File: src/rtl/muldiv_pkg.sv
// Shared definitions for the iterative multiply/divide unit: op encoding,
// FSM state type and the iteration-counter width helper.
package muldiv_pkg;

   localparam logic [1:0] OP_MULTU = 2'b00;
   localparam logic [1:0] OP_DIVU  = 2'b01;
   localparam logic [1:0] OP_MULT  = 2'b10;
   localparam logic [1:0] OP_DIV   = 2'b11;

   localparam int OP_DIV_BIT    = 0;
   localparam int OP_SIGNED_BIT = 1;

   typedef enum logic [1:0] {
      ST_IDLE   = 2'd0,
      ST_RUN    = 2'd1,
      ST_FINISH = 2'd2
   } state_t;

   function automatic int cnt_width(input int width);
      return $clog2(width) + 1;
   endfunction

endpackage

File: src/rtl/muldiv_step.sv
// One combinational iteration: shift-add multiply or restoring shift-subtract
// divide on the {acc_hi, acc_lo} accumulator pair.
module muldiv_step #(
   parameter int WIDTH = 32
) (
   input  logic             is_div_i,
   input  logic [WIDTH:0]   acc_hi_i,
   input  logic [WIDTH-1:0] acc_lo_i,
   input  logic [WIDTH-1:0] opnd_i,
   output logic [WIDTH:0]   nxt_hi_o,
   output logic [WIDTH-1:0] nxt_lo_o
);

   logic [WIDTH:0] sum;
   logic [WIDTH:0] shifted;
   logic [WIDTH:0] trial;

   always_comb begin
      sum      = acc_lo_i[0] ? (acc_hi_i + {1'b0, opnd_i}) : acc_hi_i;
      shifted  = {acc_hi_i[WIDTH-1:0], acc_lo_i[WIDTH-1]};
      trial    = shifted - {1'b0, opnd_i};
      nxt_hi_o = {1'b0, sum[WIDTH:1]};
      nxt_lo_o = {sum[0], acc_lo_i[WIDTH-1:1]};
      if (is_div_i) begin
         // trial[WIDTH] is the borrow: set means the divisor did not fit
         if (!trial[WIDTH]) begin
            nxt_hi_o = trial;
            nxt_lo_o = {acc_lo_i[WIDTH-2:0], 1'b1};
         end else begin
            nxt_hi_o = shifted;
            nxt_lo_o = {acc_lo_i[WIDTH-2:0], 1'b0};
         end
      end
   end

endmodule

File: src/rtl/muldiv_unit.sv
// Iterative HI/LO multiply/divide unit, WIDTH+1 cycles per operation.
// Define MULDIV_SIGNED_EN to enable signed MULT/DIV; otherwise op[1] is ignored.
//
// state     | meaning
// ST_IDLE   | waiting for start; MTHI/MTLO writes accepted
// ST_RUN    | one datapath iteration per cycle, WIDTH cycles
// ST_FINISH | result on hi/lo, done pulse, back to idle
module muldiv_unit
   import muldiv_pkg::*;
#(
   parameter int WIDTH = 32
) (
   input  logic             clk,
   input  logic             rst_n,
   input  logic             start,
   input  logic [1:0]       op,
   input  logic [WIDTH-1:0] a,
   input  logic [WIDTH-1:0] b,
   input  logic             hi_we,
   input  logic             lo_we,
   input  logic [WIDTH-1:0] wdata,
   output logic             busy,
   output logic             done,
   output logic [WIDTH-1:0] hi,
   output logic [WIDTH-1:0] lo
);

   localparam int            CW   = cnt_width(WIDTH);
   localparam logic [CW-1:0] LAST = CW'(WIDTH - 1);

   state_t             state_q, state_d;
   logic [CW-1:0]      cnt_q, cnt_d;
   logic [WIDTH:0]     acc_hi_q, acc_hi_d, step_hi;
   logic [WIDTH-1:0]   acc_lo_q, acc_lo_d, step_lo;
   logic [WIDTH-1:0]   opnd_q, opnd_d;
   logic               div_q, div_d;
   logic [WIDTH-1:0]   hi_q, hi_d, lo_q, lo_d;
   logic [WIDTH-1:0]   a_mag, b_mag, res_hi, res_lo;
   logic [2*WIDTH-1:0] prod;
   logic               op_div;

   assign op_div = op[OP_DIV_BIT];

   muldiv_step #(.WIDTH(WIDTH)) u_step (
      .is_div_i (div_q),
      .acc_hi_i (acc_hi_q),
      .acc_lo_i (acc_lo_q),
      .opnd_i   (opnd_q),
      .nxt_hi_o (step_hi),
      .nxt_lo_o (step_lo)
   );

`ifdef MULDIV_SIGNED_EN
   logic a_neg, b_neg, negm_in, negr_in, negm_q, negr_q;

   assign a_neg   = op[OP_SIGNED_BIT] & a[WIDTH-1];
   assign b_neg   = op[OP_SIGNED_BIT] & b[WIDTH-1];
   assign a_mag   = a_neg ? -a : a;
   assign b_mag   = b_neg ? -b : b;
   // divide-by-zero keeps the all-ones quotient, so no quotient negation there
   assign negm_in = (a_neg ^ b_neg) & ~(op_div & (b == '0));
   assign negr_in = a_neg;

   always_ff @(posedge clk or negedge rst_n) begin
      if (!rst_n) begin
         negm_q <= 1'b0;
         negr_q <= 1'b0;
      end else if (state_q == ST_IDLE && start) begin
         negm_q <= negm_in;
         negr_q <= negr_in;
      end
   end

   always_comb begin
      prod = {step_hi[WIDTH-1:0], step_lo};
      if (!div_q && negm_q) prod = -prod;
      res_hi = prod[2*WIDTH-1:WIDTH];
      res_lo = prod[WIDTH-1:0];
      if (div_q && negm_q) res_lo = -step_lo;
      if (div_q && negr_q) res_hi = -step_hi[WIDTH-1:0];
   end
`else
   logic unused_op_sign;

   assign unused_op_sign = op[OP_SIGNED_BIT];
   assign a_mag  = a;
   assign b_mag  = b;
   assign prod   = {step_hi[WIDTH-1:0], step_lo};
   assign res_hi = prod[2*WIDTH-1:WIDTH];
   assign res_lo = prod[WIDTH-1:0];
`endif

   always_comb begin
      state_d  = state_q;
      cnt_d    = cnt_q;
      acc_hi_d = acc_hi_q;
      acc_lo_d = acc_lo_q;
      opnd_d   = opnd_q;
      div_d    = div_q;
      hi_d     = hi_q;
      lo_d     = lo_q;
      unique case (state_q)
         ST_IDLE: begin
            if (hi_we) hi_d = wdata;
            if (lo_we) lo_d = wdata;
            if (start) begin
               div_d    = op_div;
               acc_hi_d = '0;
               acc_lo_d = op_div ? a_mag : b_mag;
               opnd_d   = op_div ? b_mag : a_mag;
               cnt_d    = '0;
               state_d  = ST_RUN;
            end
         end
         ST_RUN: begin
            acc_hi_d = step_hi;
            acc_lo_d = step_lo;
            cnt_d    = cnt_q + CW'(1);
            // result lands on hi/lo at the edge into FINISH, so it is valid with done
            if (cnt_q == LAST) begin
               hi_d    = res_hi;
               lo_d    = res_lo;
               state_d = ST_FINISH;
            end
         end
         ST_FINISH: state_d = ST_IDLE;
         default:   state_d = ST_IDLE;
      endcase
   end

   always_ff @(posedge clk or negedge rst_n) begin
      if (!rst_n) begin
         state_q  <= ST_IDLE;
         cnt_q    <= '0;
         acc_hi_q <= '0;
         acc_lo_q <= '0;
         opnd_q   <= '0;
         div_q    <= 1'b0;
         hi_q     <= '0;
         lo_q     <= '0;
      end else begin
         state_q  <= state_d;
         cnt_q    <= cnt_d;
         acc_hi_q <= acc_hi_d;
         acc_lo_q <= acc_lo_d;
         opnd_q   <= opnd_d;
         div_q    <= div_d;
         hi_q     <= hi_d;
         lo_q     <= lo_d;
      end
   end

   assign busy = (state_q == ST_RUN);
   assign done = (state_q == ST_FINISH);
   assign hi   = hi_q;
   assign lo   = lo_q;

endmodule

File: config.mk
export PLATFORM = sky130hd
export DESIGN_NAME = muldiv_unit
export DESIGN_NICKNAME = d
export VERILOG_FILES = /design/src/rtl/muldiv_pkg.sv /design/src/rtl/muldiv_step.sv /design/src/rtl/muldiv_unit.sv
export SDC_FILE = /design/constraint.sdc
export NUM_CORES = 1
export LEC_CHECK = 0
export ABC_AREA = 1
export CAP_MARGIN = 20
export CORE_UTILIZATION = 62
export CTS_CLUSTER_DIAMETER = 60
export DETAILED_ROUTE_END_ITERATION = 8
export PLACE_DENSITY_LB_ADDON = 0.12
export SYNTH_ARGS = -nofsm -noshare
export SYNTH_HDL_FRONTEND = slang
export SYNTH_SLANG_ARGS = --single-unit
File: constraint.sdc
create_clock -name clk -period 5.3 [get_ports clk]
set_clock_uncertainty 0.1 [all_clocks]
set_input_delay 0.795 -clock clk [delete_from_list [all_inputs] [get_ports clk]]
set_output_delay 0.795 -clock clk [all_outputs]
set_load 0.01 [all_outputs]
# After elaboration in Yosys (flattened, before gate mapping)

Cells that the tools add are included.

Register bits after elaboration: 170
Latch bits: 0
Bits in writable memories: 0
Bits in read-only memories: 0
Output and inout bits: 66
Word-level logic and storage cells: 47
Memories: 0

Add/sub/neg operators: 3
Multiply operators: 0
Divide/modulo/power cells: 0
Magnitude comparators: 0
Equal/unequal tests: 7
Shift operators: 0
Multiplexer cells: 22
Bitwise operators: 0
Reductions and logical operators: 7

Operators by type and width:

| kind                  | number |
|---|---|
| $mux W32              | 8 |
| $pmux W32 S2          | 3 |
| $mux W33              | 4 |
| $pmux W33 S2          | 1 |
| $add A33 B32 Y33      | 1 |
| $sub A33 B32 Y33      | 1 |
| $pmux W6 S2           | 1 |
| $add A6 B1 Y6 const B | 1 |
| $eq A6 B5 Y1 const B  | 1 |
| $mux W6               | 1 |
| $ne A2 B2 Y1 const B  | 3 |
| $reduce_and A2 Y1     | 3 |
| $reduce_and A3 Y1     | 2 |
| $mux W2               | 2 |
| $pmux W2 S2           | 1 |
| $eq A2 B1 Y1 const B  | 1 |
| $eq A2 B2 Y1 const B  | 1 |
| $logic_not A2 Y1      | 1 |
| $ne A2 B1 Y1 const B  | 1 |
| $reduce_bool A2 Y1    | 1 |
| $mux W1               | 1 |

# Depth between registers and ports, before layout

Word-level depth: 5
Depth in mapped cells: 20
Gate-level depth less buffers: 19

# Cells and area by module

A second synthesis with hierarchy kept.

Cell total of the unflattened synthesis: 2478
Area total of the unflattened synthesis: 14601.5 µm²

By module, submodules not included:

| module      | instances | cells each | area each (µm²) |
|---|---|---|---|
| muldiv_unit | 1         | 1099       | 8220.4 |
| muldiv_step | 1         | 1379       | 6381.1 |

# Least setup slack after synthesis

No wires, ideal clock.

Path kind: register -> register
Start: register acc_hi_q[7]
End: register hi_q[8] (netlist: hi[8])
Data arrival time: 2.705 ns
Path slack: 2.365 ns
Cell stages (with the launch flop): 20
Path buffers: 1
Clock period less this slack: 2.935 ns
Cell sequence: dfrtp_1 -> ha_1 -> nand2_1 -> inv_1 -> nand2_1 -> nand2_1 -> a21oi_1 -> nand2_2 -> nand2_1 -> nand2_1 -> a21oi_1 -> o21bai_1 -> ha_1 -> buf_2 -> nor2_1 -> inv_1 -> o21ai_0 -> inv_1 -> o211ai_1 -> a21oi_1

Longest elaborated chain between the ends: 5

Ends and longest elaborated chain:

| item                                                 | RTL line                             | RTL |
|---|---|---|
| start, declared                                      | muldiv_unit.sv:33                    | `logic [WIDTH:0] acc_hi_q, acc_hi_d, step_hi;` |
| start signal, assigned                               | muldiv_unit.sv:144                   | `acc_hi_q <= acc_hi_d;` |
| $add A33 B32 Y33 or $sub A33 B32 Y33 (tied branches) | muldiv_step.sv:19, muldiv_step.sv:21 |  |
| $mux W33 (on tied branches)                          | muldiv_step.sv:19, muldiv_step.sv:26 |  |
| $mux W33 *                                           | muldiv_step.sv:24                    | `if (is_div_i) begin` |
| $mux W32 *                                           | muldiv_unit.sv:120                   | `if (cnt_q == LAST) begin` |
| $pmux W32 S2 *                                       | muldiv_unit.sv:102                   | `unique case (state_q)` |
| end signal, assigned                                 | muldiv_unit.sv:148                   | `hi_q <= hi_d;` |
| end, declared                                        | muldiv_unit.sv:37                    | `logic [WIDTH-1:0] hi_q, hi_d, lo_q, lo_d;` |

Every way passes the cells marked *; elsewhere a longest branch is shown, timed or not. The select of a mux whose other input is x is not followed.
A chain may end at the register's enable or synchronous reset.

# Worst setup path after layout

Start: register acc_hi_q[8]
End: register hi_q[2] (netlist: hi[2])

Longest elaborated chain between the ends: 5

Ends and longest elaborated chain:

| item             | RTL line           | RTL |
|---|---|---|
| $sub A33 B32 Y33 | muldiv_step.sv:21  | `trial = shifted - {1'b0, opnd_i};` |
| $mux W33         | muldiv_step.sv:26  | `if (!trial[WIDTH]) begin` |
| $mux W33         | muldiv_step.sv:24  |  |
| $mux W32         | muldiv_unit.sv:120 |  |
| $pmux W32 S2     | muldiv_unit.sv:102 |  |

No other way between the ends. The select of a mux whose other input is x is not followed.

==> flow_results.org <==
** Routing
- The routed design has 47900 µm of wire.
- For this run, the detailed router's first-pass iteration total came to 6.
- Via count :: 15.2k
- After detailed routing, the number of remaining DRC violations is 0.
- Vias per cell :: 5.79
- Once detail routing completed, the nets flagged for antenna violations numbered 0.
- Per-cell routed wire length :: 18.3 µm
- After the first detailed-routing iteration, the DRC count stood at 1601.

** Clocking
- TritonCTS clock tree :: yes
- Counting along the longest clock path gives a buffer depth of 2.
- Root Buffer Master :: clkbuf_16
- Clock-pin slew was measured on the worst setup and hold paths at 80 ps.
- H-tree level count :: 4
- Total clock buffers created by CTS :: 17
- Clock latency reported for the late side of the worst-skew pair :: 450 ps
- Number of gates resized after CTS :: 0
- Cts-stage hold buffer count :: 0
- The tree built by TritonCTS fans out to 170 sinks.
- Setup Buffers After CTS :: 0

** Synth
- Yosys instantiated no cell more often than nand2_1.
- Share of synthesized registers carrying an async set or reset :: 100%
- Number of nets in the synthesized netlist :: 2379
- Predominant post-synthesis flop cell :: dfrtp_1
- The share of synthesized area in the top cell type comes to 31.0%.
- Portion of the post-synthesis area used by sequential elements :: 31.0%
- By count the netlist is led by nand2_1, inv_1, a21oi_1.
- Gate count after technology mapping :: 2208
- After synthesis the netlist holds a flip-flop and latch count of 170.
- Number of synthesized flops with an enable pin :: 0
- The cell area that synthesis handed to floorplanning was 0.0137 mm².
- Synth top area cells :: dfrtp_1, nand2_1, inv_1
- Mean post-synth cell area :: 6.21 µm²
- The number of different library cells used by synthesis comes to 41.
- Yosys warnings :: 0
- Largest area contributor in the synthesized netlist :: dfrtp_1

** Die
- Std-Cell Core Area :: 0.0218 mm²
- Standard-cell row count :: 54
- The die covers 0.0227 mm².
- The floorplan step set the die height to 151 µm.
- The initial utilization of the core area, before any placement, comes to 63.1%.
- For this design the top-level I/O count stands at 169.
- The die is 151 µm wide.

** Run
- Number of maximum-capacitance violations :: 0

** Global routing
- Overall global routing resource usage :: 42.9%
- The number of global-route vias before repair was 14.0k.
- After global routing the overflow that remains totals 0.
- Maximum number of pins on one net before global-route repair :: 92
- First-pass GRT wire length :: 73700 µm
- The number of antenna violations at the first check in global routing is 0.

** Worst setup path
- R2r setup slk :: 1250 ps
- The worst register-to-register path ends at hi[2].
- Crit path top cell by count :: nand2_1
- In this run the critical register-to-register path is launched from acc_hi_q[8].
- Depth of the worst register-to-register path :: 18
- Worst Path Arrival :: 4240 ps
- CP Data Required Time :: 5490 ps
- The worst setup path is captured at a register.
- In this design, the largest share of critical-path delay is due to compound AO/OA/AOI/OAI gates.
- The worst setup path is launched from a register.
- Slowest library cell on the worst path :: o21ai_0
- The critical path contains buffers and inverters numbering 3 combined.
- Critical setup path kind :: reg2reg
- Walking the worst path, the cells encountered are ha_1 -> nand2_1 -> inv_1 -> nand2_1 -> nand2_1 -> a21oi_1 -> nand2_2 -> nand2_1 -> nand2_1 -> a21oi_1 -> o21bai_1 -> ha_1 -> buf_4 -> nor2_1 -> inv_1 -> o22ai_1 -> o21ai_0 -> a31oi_1.
- The largest single stage delay on the critical path is 540 ps.
- Along the worst path, the maximum fanout reaches 19.

** Placement
- RePlAce Congestion :: 0.990
- During placement, the flow inserted port buffers numbering 167.
- Prior to clock tree synthesis, the placed netlist has a worst setup slack of 1390 ps.
- Detailed placer's ending HPWL :: 35500 µm
- Area after detailed placement :: 0.0155 mm²

** STA
- Slew Limit Headroom :: 30.1%
- The final number of max-transition violations is 0.
- The number of failing hold endpoints at the final stage is 0.
- The worst path in the final design needs a cycle of 4050 ps, including I/O delays and setup.
- At the pin with the least slew margin, the transition time is 1050 ps.
- Max Freq :: 247 MHz
- Final number of setup-violating endpoints :: 0
- After routing, the total negative slack on setup checks comes to 0 ps.
- Once routing completed, OpenROAD measured the worst setup slack at 1250 ps.
- Unrepaired setup endpoints after global routing :: no
- Final clock period utilization by the worst path :: 76.5%

** Outcome
- The flow ran to the end, and the final reports show no timing, DRC or antenna violations.

** Finish
- Final non-filler cell area :: 0.0161 mm²
- Layout cells sized above 1 :: 3.89%
- Count of antenna diodes in the layout :: 0
- Measured on the finished design, the core utilization comes to 74.0%.
- In the final layout, flip-flops and latches occupy 0.00425 mm².
- The multi-input combinational cells in the finished layout cover a total of 0.00760 mm².
- The filler cells instantiated in the layout total 1818.
- The final layout contains 2498 nets.
- Area grow syn2layout :: 17.4%

** Min path
- Type of the most critical hold path :: in2async
stage by stage:
stage / std cells / hold slack [ps]
after floorplan: 2208 / 381
after global placement: 2587 / 407
after detailed placement: 2587 / 417
after CTS: 2619 / 379
after global routing: 2620 / 413
final: 2620 / 343
sequential cells by signal, summed over array words and instances (netlist names):
| signal | count |
|---|---|
| opnd_q | 32 |
| acc_hi_q | 33 |
| hi | 32 |
| acc_lo_q | 32 |
| cnt_q | 6 |
| state_q | 2 |
| lo | 32 |
| div_q | 1 |
cells in the final DEF, fill, tap and decap left out, types with 16 or more instances in the layout:
master,count
o21ai_1,31
a21oi_1,199
inv_1,385
nand2_2,16
buf_4,16
ha_1,66
nand3_1,86
clkbuf_16,17
a31oi_1,37
o21ai_0,169
nand2_1,694
o211ai_1,37
clkdlybuf4s50_1,165
dfrtp_1,170
nor2_1,155
layout make-up:
class	instances	area share, %
clock buffers	17	2.64
flip-flops and latches	170	26.4
inverters	395	9.21
well taps	280	2.18
repair buffers	184	11.2
clock inverters	15	1.10
multi-input cells	1559	47.2
worst reg2reg max path: stages (launching register included):
cell and delay [ps]:
dfrtp_1 450, ha_1 400, nand2_1 180, inv_1 60, nand2_1 60, nand2_1 90
a21oi_1 160, nand2_2 110, nand2_1 100, nand2_1 70, a21oi_1 170, o21bai_1 80
ha_1 300, buf_4 280, nor2_1 180, inv_1 280, o22ai_1 120, o21ai_0 540
a31oi_1 180
how the worst max path moves through the flow:
stage	from	end	slack, ps	depth (start not counted)
2_1_floorplan	acc_hi_q[7]	hi[8]	2370	19
3_3_place_gp	acc_hi_q[8]	acc_hi_q[2]	1460	18
3_5_place_dp	acc_hi_q[8]	hi[2]	1390	18
4_1_cts	acc_hi_q[8]	hi[2]	1370	18
5_1_grt	acc_hi_q[8]	hi[2]	1040	18
6_report	acc_hi_q[8]	hi[2]	1250	18
logic make-up (layout without fill, tap and decap cells):
| group | Yosys count | count (layout) | share of synthesized area (%) |
|---|---|---|---|
| xor+xnor | 19 | 19 | 1.21 |
| compound gates | 488 | 488 | 19.1 |
| fa+ha+maj | 68 | 68 | 6.31 |
| simple gates | 984 | 984 | 28.8 |
| flops | 170 | 170 | 31.0 |
| buf+inv | 479 | 611 | 13.6 |
layer usage:
metal | up-vias | share of wire (%) | global-route usage (%)
met5 | - | 0.090 | 0
met4 | 2 | 7.1 | 29.8
met3 | 180 | 9.5 | 8.03
met2 | 945 | 45 | 67.4
met1 | 6830 | 38 | 53.3
li1 | 7213 | - | -
Power is left out: the tool's default activity adds up to more than one toggle a clock period on the data nets, which glitch-free logic cannot reach.
